File: src/rtl/johnson_phase_decoder.sv
// Decodes an upstream Johnson counter into a phase index, tracks step continuity,
// and flags illegal codes, phase skips and cycle wraps with a saturating error count.
module johnson_phase_decoder #(
  parameter int SIZE     = 7,
  parameter int LOCK_CNT = 4
) (
  input  logic                                clk,
  input  logic                                r,
  input  logic [0:SIZE]                       jc_in,
  input  logic                                err_clr,
  output logic [$clog2(2*(SIZE+1))-1:0]       phase,
  output logic                                phase_valid,
  output logic [2*(SIZE+1)-1:0]               phase_oh,
  output logic                                locked,
  output logic                                illegal,
  output logic                                skip,
  output logic                                wrap,
  output logic [7:0]                          err_cnt
);
  localparam int N  = SIZE + 1;
  localparam int M  = 2 * N;
  localparam int PW = $clog2(M);
  localparam int CW = $clog2(N + 1);
  localparam int RW = $clog2(LOCK_CNT + 1);

  typedef enum logic {UNLOCKED, LOCKED} state_t;

  state_t          state;
  logic [PW-1:0]   prev_phase;
  logic            prev_valid;
  logic [RW-1:0]   run;

  logic [CW-1:0]   pc, trans;
  logic            legal, succ, hold, err_ev;
  logic [PW-1:0]   dec, succ_ph;
  logic [RW-1:0]   run_nxt;

  // A legal Johnson word has at most one 0/1 boundary along the bit string;
  // bit 0 tells which half of the cycle we are in.
  always_comb begin
    pc    = '0;
    trans = '0;
    for (int i = 0; i < N; i++) pc = pc + CW'(jc_in[i]);
    for (int i = 0; i < N - 1; i++) trans = trans + CW'(jc_in[i] ^ jc_in[i+1]);
    legal = (trans <= CW'(1));
    if (jc_in[0])        dec = PW'(pc);
    else if (pc == '0)   dec = '0;
    else                 dec = PW'(M - int'(pc));
  end

  assign succ_ph = (prev_phase == PW'(M - 1)) ? '0 : prev_phase + PW'(1);
  assign succ    = legal && prev_valid && (dec == succ_ph);
  assign hold    = legal && prev_valid && (dec == prev_phase);
  assign err_ev  = !legal || (prev_valid && !succ && !hold);
  assign run_nxt = (run == RW'(LOCK_CNT)) ? run : run + RW'(1);

  assign phase  = prev_phase;
  assign locked = (state == LOCKED);

  always_ff @(posedge clk or posedge r) begin
    if (r) begin
      state       <= UNLOCKED;
      prev_phase  <= '0;
      prev_valid  <= 1'b0;
      run         <= '0;
      phase_valid <= 1'b0;
      phase_oh    <= '0;
      illegal     <= 1'b0;
      skip        <= 1'b0;
      wrap        <= 1'b0;
      err_cnt     <= '0;
    end else begin
      illegal <= 1'b0;
      skip    <= 1'b0;
      wrap    <= 1'b0;

      // Clear has priority over a same-cycle error.
      if (err_clr)                          err_cnt <= '0;
      else if (err_ev && err_cnt != 8'hFF)  err_cnt <= err_cnt + 8'd1;

      if (!legal) begin
        illegal     <= 1'b1;
        phase_valid <= 1'b0;
        phase_oh    <= '0;
        run         <= '0;
        state       <= UNLOCKED;
      end else begin
        phase_valid <= 1'b1;
        prev_phase  <= dec;
        prev_valid  <= 1'b1;
        phase_oh    <= {{(M-1){1'b0}}, 1'b1} << dec;
        if (succ) begin
          run  <= run_nxt;
          wrap <= (prev_phase == PW'(M - 1));
          if (run_nxt == RW'(LOCK_CNT)) state <= LOCKED;
        end else if (prev_valid && !hold) begin
          skip  <= 1'b1;
          run   <= '0;
          state <= UNLOCKED;
        end
      end
    end
  end
endmodule

File: config.mk
export PLATFORM = sky130hd
export DESIGN_NAME = johnson_phase_decoder
export DESIGN_NICKNAME = d
export VERILOG_FILES = /design/src/rtl/johnson_phase_decoder.sv
export SDC_FILE = /design/constraint.sdc
export NUM_CORES = 1
export LEC_CHECK = 0
export CORE_MARGIN = 4
export CORE_UTILIZATION = 35
export CTS_CLUSTER_DIAMETER = 30
export CTS_CLUSTER_SIZE = 16
export DETAILED_ROUTE_END_ITERATION = 10
export PLACE_DENSITY_LB_ADDON = 0.05
export SETUP_SLACK_MARGIN = 0.05
export SLEW_MARGIN = 20
export SYNTH_ARGS = -nofsm -noshare
export SYNTH_HDL_FRONTEND = slang
export SYNTH_SLANG_ARGS = --single-unit
File: constraint.sdc
create_clock -name clk -period 2.49 [get_ports clk]
set_input_delay 0.3735 -clock clk [delete_from_list [all_inputs] [get_ports clk]]
set_output_delay 0.3735 -clock clk [all_outputs]
set_load 0.03 [all_outputs]
# After elaboration in Yosys (flattened, before gate mapping)

Cells that the tools add are included.

Register bits after elaboration: 37
Logic and storage cells: 79
Input port bits: 11
Output and inout port bits: 33

Muxes and demuxes: 21
Shift-type cells: 1
Order comparisons: 1
Reductions and logical operators: 14
Equality and inequality tests: 8
$add $sub $neg: 17
Bitwise logic cells: 7

Operator list:

| kind                 | number |
|---|---|
| $add 4x1->4          | 7 |
| $mux 16              | 1 |
| $mux 8               | 2 |
| $shl 1x4->16 const A | 1 |
| $mux 3               | 4 |
| $mux 4               | 3 |
| $mux 1               | 11 |
| $add 3x1->4          | 2 |
| $add 8x1->8 const B  | 1 |
| $eq 4x4->1           | 2 |
| $ne 8x8->1 const B   | 1 |
| $logic_and 1x1->1    | 7 |
| $xor 1x1->1          | 7 |
| $add 2x1->3          | 2 |
| $eq 3x3->1 const B   | 2 |
| $add 1x1->2          | 2 |
| $add 4x1->4 const B  | 1 |
| $eq 4x4->1 const B   | 1 |
| $le 4x1->1 const B   | 1 |
| $logic_not 4->1      | 1 |
| $sub 1x4->4 const A  | 1 |
| $add 3x1->3 const B  | 1 |
| $logic_not 1->1      | 3 |
| $ne 3x1->1 const B   | 1 |
| 4 further kinds      | 4 |

# Longest topological paths before layout

Word-level depth: 19
Depth in mapped cells: 17

# Worst setup path after synthesis

No wires, ideal clock.

Kind: in2reg
From: in jc_in[7] (netlist name)
To: reg err_cnt[0]
Required time: 2362 ps
Stages: 15
Library setup time: 128 ps
Arrival time: 4359 ps
Path buffers: 0
Slack: -1997 ps
Cell sequence: inv_1 > fa_1 > fa_1 > fa_1 > inv_1 > ha_1 > inv_1 > fa_1 > ha_1 > nor2_1 > xnor3_1 > or4_4 > o22ai_4 > nor3b_2 > mux2_1

Word-level cells in the longest chain between the ends: 12

Ends and longest elaborated chain:

| item                                                  | RTL line | RTL |
|---|---|---|
| start: declaration                                    | 9        | `input logic [0:SIZE] jc_in,` |
| $add 4x1->4                                           | 43       | `for (int i = 0; i < N; i++) pc = pc + CW'(jc_in[i]);` |
| $sub 1x4->4 / $logic_not 4->1 (equally long branches) | 48, 47   |  |
| $mux 4                                                | 47       | `else if (pc == '0) dec = '0;` |
| $mux 4                                                | 46       | `if (jc_in[0]) dec = PW'(pc);` |
| $eq 4x4->1                                            | 52       | `assign succ = legal && prev_valid && (dec == succ_ph);` |
| $logic_and 1x1->1                                     | 52       |  |
| $logic_not 1->1                                       | 54       | `assign err_ev = !legal \|\| (prev_valid && !succ && !hold);` |
| $logic_and 1x1->1 (2 in a row)                        | 54       |  |
| $logic_or 1x1->1 (*)                                  | 54       |  |
| $logic_and 1x1->1 (*)                                 | 79       | `else if (err_ev && err_cnt != 8'hFF) err_cnt <= err_cnt + 8'd1;` |
| $reduce_bool 2->1 (no line) (*)                       | --       |  |
| end signal: assignment                                | 79       |  |
| end: declaration                                      | 18       | `output logic [7:0] err_cnt` |

Every way passes the cells marked *; elsewhere a longest branch is shown, timed or not.
A chain may end at the register's enable or synchronous reset.

# Final worst setup path

From: in jc_in[7] (netlist name)
To: reg err_cnt[7]

Same word-level chain as after synthesis.

==> flow_metrics.env <==
export IMPL_port_buffers=43
export IMPL_pwr_share_seq_pct=22.6
export IMPL_hold_violation_count_in_the_final_report=0
export IMPL_cts_hold_buffers=0
export IMPL_totalWireLength_um=5020
export IMPL_relSlewSlack_pct=68.5
export IMPL_timing_critical_path_arrival_ns=4.58
export IMPL_grt_overflow=0
export IMPL_synth_main_ff_cell="sky130_fd_sc_hd__dfrtp_1"
export IMPL_report_final_slew_viol_count=0
export IMPL_crit_reg2reg_launch="phase[2]$_DFFE_PP0N_"
export IMPL_r2r_end="err_cnt[0]$_DFFE_PP0P_"
export IMPL_dr_wl_met3_um=213
export IMPL_via_count_of_the_first_global_routing_pass=1831
export IMPL_ctsHtreeMaxLevel=2
export IMPL_worst_endpoint_required_ns=2.70
export IMPL_tritoncts_num_buffers=5
export IMPL_hpwlAfterDp_um=3630
export IMPL_setup_viol_count_final=37
export IMPL_synth_edff_count=0
export IMPL_criticalPathCategory="input pin to flip-flop"
export IMPL_rsz0062_at_grt="yes"
export IMPL_clkSinkCount=37
export IMPL_setup_worst_path_end_class="flip-flop"
export IMPL_ys_async_sr_fraction_pct=100
export IMPL_crit_path_max_incr_delay_ns=0.54
export IMPL_power_static_leakage_nw=1.57
export IMPL_clock_tree_root="sky130_fd_sc_hd__clkbuf_8"
export IMPL_grt_util_all_layers_pct=14.4
export IMPL_dieArea_um2=7570
export IMPL_via_count=1813
export IMPL_achievable_frequency_ghz=0.229
export IMPL_drt_wl_cell_um=13.3
export IMPL_tritoncts="built"
export IMPL_floorplan_initialDensity_pct=36.5
export IMPL_grt_pass1_wl_um=8660
export IMPL_route_antenna_remaining_nets=0
export IMPL_internal_power_mw=2.03
export IMPL_portion_of_total_power_attributed_to_the_clock_network_pct=12.5
export IMPL_antenna_cells=0
export IMPL_worstSetupStartpointType="input pin"
export IMPL_drt_drc_violations_left=0
export IMPL_syn_inst=209
export IMPL_place_area_um2=3000
export IMPL_regArea_um2=926
export IMPL_ys_ff_latch=37
export IMPL_timing_critical_path_cells="buf_8, inv_8, fa_1, fa_1, fa_1, inv_1, ha_2, inv_2, fa_2, ha_4, inv_2, a21oi_2, o31ai_4, xor2_2, nor4_4, buf_12, buf_12, or4_4, a21oi_2"
export IMPL_total_switching_power_mw=1.43
export IMPL_dr_first_iter_drc_count=64
export IMPL_grt_max_degree=38
export IMPL_mappedNetlistNets=237
export IMPL_syn_area_per_cell_um2=10.5
export IMPL_syn2layout_area_growth_pct=59.9
export IMPL_yosys_warnings=0
export IMPL_peakVddDrop_mv=0.714
export IMPL_layout_min_cycle_time_ns=4.38
export IMPL_ctsLongestPathBuffers=2
export IMPL_worst_slack_ns=-1.89
export IMPL_weighted_congestion_reported_at_the_end_of_routability_driven_placement=0.753
export IMPL_min_path_type="input pin to async pin"
export IMPL_drt_met1_wl_um=2270
export IMPL_final_layout_size_suffix_gt1_share_pct=41.2
export IMPL_worst_slew_pin_slew_ns=0.472
export IMPL_post_synth_instance_area_um2=2180
export IMPL_timing_hold_ws_ns=0.501
export IMPL_power_density_cell_area_nw_per_um2=991
export IMPL_cpMostUsedCell="sky130_fd_sc_hd__fa_1"
export IMPL_failed_checks="setup timing"
export IMPL_coreArea_um2=5990
export IMPL_clock_skew_ns=0.00951
export IMPL_multi_input_comb_area_um2=1380
export IMPL_stdcell_area_um2=3490
export IMPL_clk_transition_reported_paths_ns=0.08
export IMPL_drv_max_cap_violation_count=0
export IMPL_min_period_over_period_pct=176
export IMPL_pin_count=44
export IMPL_detail_route_vias_per_cell=4.82
export IMPL_post_synth_num_cell_types=48
export IMPL_outcome="finished, violations left"
export IMPL_ys_seq_area_share_pct=42.4
export IMPL_worst_r2r_cell_count=6
export IMPL_clock_latency_ns=0.29
export IMPL_swShare_pct=41.2
export IMPL_die_y_um=87.0
export IMPL_initial_antenna_violation_count=0
export IMPL_rows=28
export IMPL_r2r_slack_ns=0.14
export IMPL_floorplan_die_width_um=87.0
export IMPL_dr_max_layer_used="met4"
export IMPL_route_met2_wl_um=2500
export IMPL_fillCellCount=504
export IMPL_biggest_fanout_along_the_worst_timing_path=7
export IMPL_combPwrFrac_pct=64.9
export IMPL_detailedRoute_firstPassIterationCount=4
export IMPL_cpMaxStageDelayCell="sky130_fd_sc_hd__fa_1"
export IMPL_nets=329
==> worst max path at each step <==
stage / from / endpoint / cells past startpoint
finish: jc_in[7] / err_cnt[7]$_DFFE_PP0P_ / 19
global route: jc_in[7] / err_cnt[4]$_DFFE_PP0P_ / 18
CTS: jc_in[7] / err_cnt[7]$_DFFE_PP0P_ / 20
detailed placement: jc_in[7] / err_cnt[0]$_DFFE_PP0P_ / 17
global placement: jc_in[7] / err_cnt[0]$_DFFE_PP0P_ / 17
floorplan: jc_in[7] / err_cnt[0]$_DFFE_PP0P_ / 16
==> routing by layer <==
metal	global-route usage, %	vias to the layer above
met5	0	-
met1	20.1	875
li1	-	889
met2	22.4	46
met4	4.67	0
met3	2.55	3
==> cell families after synthesis <==
group	Yosys count	share of synthesized area (%)
AND/OR/NAND/NOR	74	19.1
flip-flops	37	42.4
AO/OA/AOI/OAI	32	10.8
buffers and inverters	30	6.01
adder cells (fa/ha/maj)	17	12.5
XOR/XNOR	16	7.73
multiplexers	3	1.43
==> repair_timing <==
action                                  CTS  global route
resized for setup                        65            39
endpoints found under the setup margin   37            37
pin swaps                                37            30
endpoints found under the hold margin     0             0
gates cloned                              0             1
setup buffers                            14             7
==> synthesized netlist by cell type, types with 3 or more instances <==
| library cell | n | area [um^2] |
|---|---|---|
| sky130_fd_sc_hd__a21o_1 | 3 | 22.5 |
| sky130_fd_sc_hd__a21oi_1 | 8 | 40.0 |
| sky130_fd_sc_hd__a31oi_1 | 3 | 18.8 |
| sky130_fd_sc_hd__dfrtp_1 | 37 | 926 |
| sky130_fd_sc_hd__fa_1 | 8 | 160 |
| sky130_fd_sc_hd__ha_1 | 9 | 113 |
| sky130_fd_sc_hd__inv_1 | 25 | 93.8 |
| sky130_fd_sc_hd__nand2_1 | 15 | 56.3 |
| sky130_fd_sc_hd__nand2b_1 | 6 | 37.5 |
| sky130_fd_sc_hd__nand3_1 | 3 | 15.0 |
| sky130_fd_sc_hd__nand4_1 | 4 | 25.0 |
| sky130_fd_sc_hd__nor2_1 | 20 | 75.1 |
| sky130_fd_sc_hd__o21ai_0 | 4 | 20.0 |
| sky130_fd_sc_hd__o31ai_1 | 5 | 37.5 |
| sky130_fd_sc_hd__or4_1 | 5 | 37.5 |
| sky130_fd_sc_hd__xnor2_1 | 7 | 61.3 |
| sky130_fd_sc_hd__xor2_1 | 6 | 52.6 |
==> power by group through the flow <==
stage / logic, mW / clock network (mW) / registers [mW]
4_1_cts: 2.07 / 0.443 / 0.781
3_5_place_dp: 1.77 / 0 / 0.794
6_report: 2.25 / 0.434 / 0.781
3_3_place_gp: 1.77 / 0 / 0.794
2_1_floorplan: 0.934 / 0 / 0.978
5_1_grt: 2.43 / 0.467 / 0.799
==> sequential cells by signal (all words and copies together), names as in the netlist, 3 cells and up <==
register,cells
run,3
phase,4
phase_oh,16
err_cnt,8
==> worst max-delay path, delay by kind of cell <==
family | cells | cell delay (ns)
compound gates | 3 | 0.60
xor+xnor | 1 | 0.21
fa+ha+maj | 6 | 2.28
buf+inv | 7 | 0.53
simple gates | 2 | 0.58
==> per-stage QoR <==
| step | TNS [ns] | utilization, % | setup WS [ns] | total power, mW | instances |
|---|---|---|---|---|---|
| after floorplan | -45.96 | - | -1.92 | 1.91 | 209 |
| after global placement | -74.19 | 50.1 | -2.63 | 2.56 | 354 |
| after detailed placement | -75.38 | 50.1 | -2.66 | 2.57 | 354 |
| after CTS | -51.12 | 55.4 | -1.98 | 3.30 | 374 |
| after global routing | -51.47 | 58.3 | -2.01 | 3.70 | 376 |
| final | -47.10 | 58.3 | -1.89 | 3.46 | 376 |
==> final cells by class <==
class                      count  share of cell area (%)
multi-input combinational    142                    39.5
sequential                    37                    26.5
timing repair buffer          90                    25.8
inverter                      25                    2.90
tap                           75                    2.69
clock buffer                   6                    2.36
clock inverter                 1                   0.215
==> cell usage in the layout, fill, tap and decap left out, types with 3 or more instances in the layout <==
cell type / n
sky130_fd_sc_hd__a31oi_1: 3
sky130_fd_sc_hd__ha_1: 7
sky130_fd_sc_hd__buf_4: 27
sky130_fd_sc_hd__nand3_1: 3
sky130_fd_sc_hd__fa_1: 6
sky130_fd_sc_hd__nor2_4: 5
sky130_fd_sc_hd__inv_2: 6
sky130_fd_sc_hd__dfrtp_1: 37
sky130_fd_sc_hd__a21o_1: 3
sky130_fd_sc_hd__xor2_1: 3
sky130_fd_sc_hd__inv_1: 18
sky130_fd_sc_hd__buf_12: 3
sky130_fd_sc_hd__o31ai_1: 3
sky130_fd_sc_hd__nor2_2: 5
sky130_fd_sc_hd__a21oi_1: 3
sky130_fd_sc_hd__xnor2_1: 6
sky130_fd_sc_hd__or4_4: 5
sky130_fd_sc_hd__nand2_2: 5
sky130_fd_sc_hd__nand2b_1: 3
sky130_fd_sc_hd__clkbuf_8: 6
sky130_fd_sc_hd__nand4_1: 4
sky130_fd_sc_hd__nand2_1: 8
sky130_fd_sc_hd__nor2_1: 10
sky130_fd_sc_hd__nand2b_4: 3
sky130_fd_sc_hd__clkdlybuf4s50_1: 36
sky130_fd_sc_hd__a21oi_2: 4
sky130_fd_sc_hd__xor2_2: 4
sky130_fd_sc_hd__o21ai_1: 3
sky130_fd_sc_hd__buf_6: 18
Power figures use the tool's default switching activity.
==> patch (config.mk and constraints unchanged) <==
The parameter `LOCK_CNT` goes from 4 to 8.
--- a/src/rtl/johnson_phase_decoder.sv
+++ b/src/rtl/johnson_phase_decoder.sv
@@ -4,3 +4,3 @@
   parameter int SIZE     = 7,
-  parameter int LOCK_CNT = 4
+  parameter int LOCK_CNT = 8
 ) (
Formal check against the unedited RTL: not equivalent (Yosys sat finds a counterexample within 10 cycles, from zero or initial values).
==> patch against the original RTL <==
The flow still finishes with violations (setup timing). First-iteration DRC count fell by 52%. Total power is 0.15% higher. Worst setup slack worse by 91 ps. Final area shrank 1.4%. Wire length rose by 3.7%. Area after synthesis grew 5.0%. Via count increased by 0.61%. Sequential share of layout area up 1.1 points. Clock power grew 46%. Sequential cell count increased by 1. Critical endpoint is now err_cnt[0].
==> patch: results (changes against the original RTL) <==
finalSetupViolations: 36  # was 37
met3_usage_pct: 2.95  # was 2.55%
syn_inst: 220  # was 209
grt.total_usage_pct: 14.6  # was 14.4%
met1Wirelength_microns: 2230  # was 2270 microns
globalplace.congestion: 0.771  # was 0.753
ir_drop_mv: 0.522  # was 0.714 mV
synth_nets: 248  # was 237
slowest_delay_ps: 580  # was 540 ps
cp_data_arrival_time_ps: 4650  # was 4580 ps
synth_compound_area_share_pct: 9.81  # was 10.8%
setup_slack_ps: -1980  # was -1890 ps
grt_pass1_vias: 1909  # was 1831
failed_checks: "setup timing"  # unchanged
setup-tns-final_ps: -49640  # was -47100 ps
yosysUniqueCellTypes: 47  # was 48
power.leakage_nw: 1.61  # was 1.57 nW
drt_pass1_iterations: 3  # was 4
internal_power_w: 0.00214  # was 0.00203 W
finClkSkew_ps: 9.39  # was 9.51 ps
synthAdderAreaFrac_pct: 11.6  # was 12.5%
wl_per_cell_microns: 13.4  # was 13.3 microns
dpl_worst_slack_ps: -2840  # was -2660 ps
status: "finished with violations"  # unchanged
cp_slowest_cell: "or4_4"  # was fa_1
layout-drive-gt1-share_pct: 33.7  # was 41.2%
wl_microns: 5210  # was 5020 microns
patch: cell count changes after synthesis, moves of 3 or more:
cell	delta
mux2_4	+4
nor3_2	+3
nor2b_1	+4
nor2_1	+3
patch: final timing paths:
path,start,end,slack [ps],cells past startpoint
worst max-delay path,jc_in[7],err_cnt[0],-1980,18
worst min-delay path,r,phase_oh[4],510,3
worst max register to register,phase[2],err_cnt[0],160,7
worst min register to register,locked,locked,540,2
max in group asynchronous,r,run[3],1640,3
min in group clk,locked,locked,540,2
patch: tightest hold or removal path, stage by stage:
cell	delay [ps]
clkdlybuf4s50_1	400
inv_1	50
buf_4	420
patch: power groups by stage:
stage	clock network, W	logic (W)	registers, W
2_1_floorplan	0	0.000918	0.00100
3_3_place_gp	0	0.00178	0.000803
3_5_place_dp	0	0.00180	0.000803
4_1_cts	0.000650	0.00200	0.000795
5_1_grt	0.000676	0.00221	0.000815
6_report	0.000634	0.00204	0.000794
patch: final cells by class:
| type | count | area [sq um] | area share, % |
|---|---|---|---|
| multi-input combinational | 152 | 1330 | 38.5 |
| timing repair buffer | 89 | 832 | 24.2 |
| inverter | 25 | 101 | 2.94 |
| sequential | 38 | 951 | 27.6 |
| tap | 77 | 96.3 | 2.80 |
| clock inverter | 3 | 68.8 | 2.00 |
| clock buffer | 5 | 68.8 | 2.00 |
patch: timing repair:
item	in CTS	in global routing
hold endpoints to repair	0	0
setup endpoints to repair	38	38
setup buffers	9	3
pin swaps	19	14
resized for setup	49	14
patch: logic make-up (layout without fill, tap and decap cells):
logic type	after synthesis	in the layout
and+or+nand+nor	82	82
buffers and inverters	30	122
xor gates and xnor gates	16	16
adders and majority gates	17	17
DFF	38	38
AOI/OAI and AO/OA	31	31
muxes	6	6
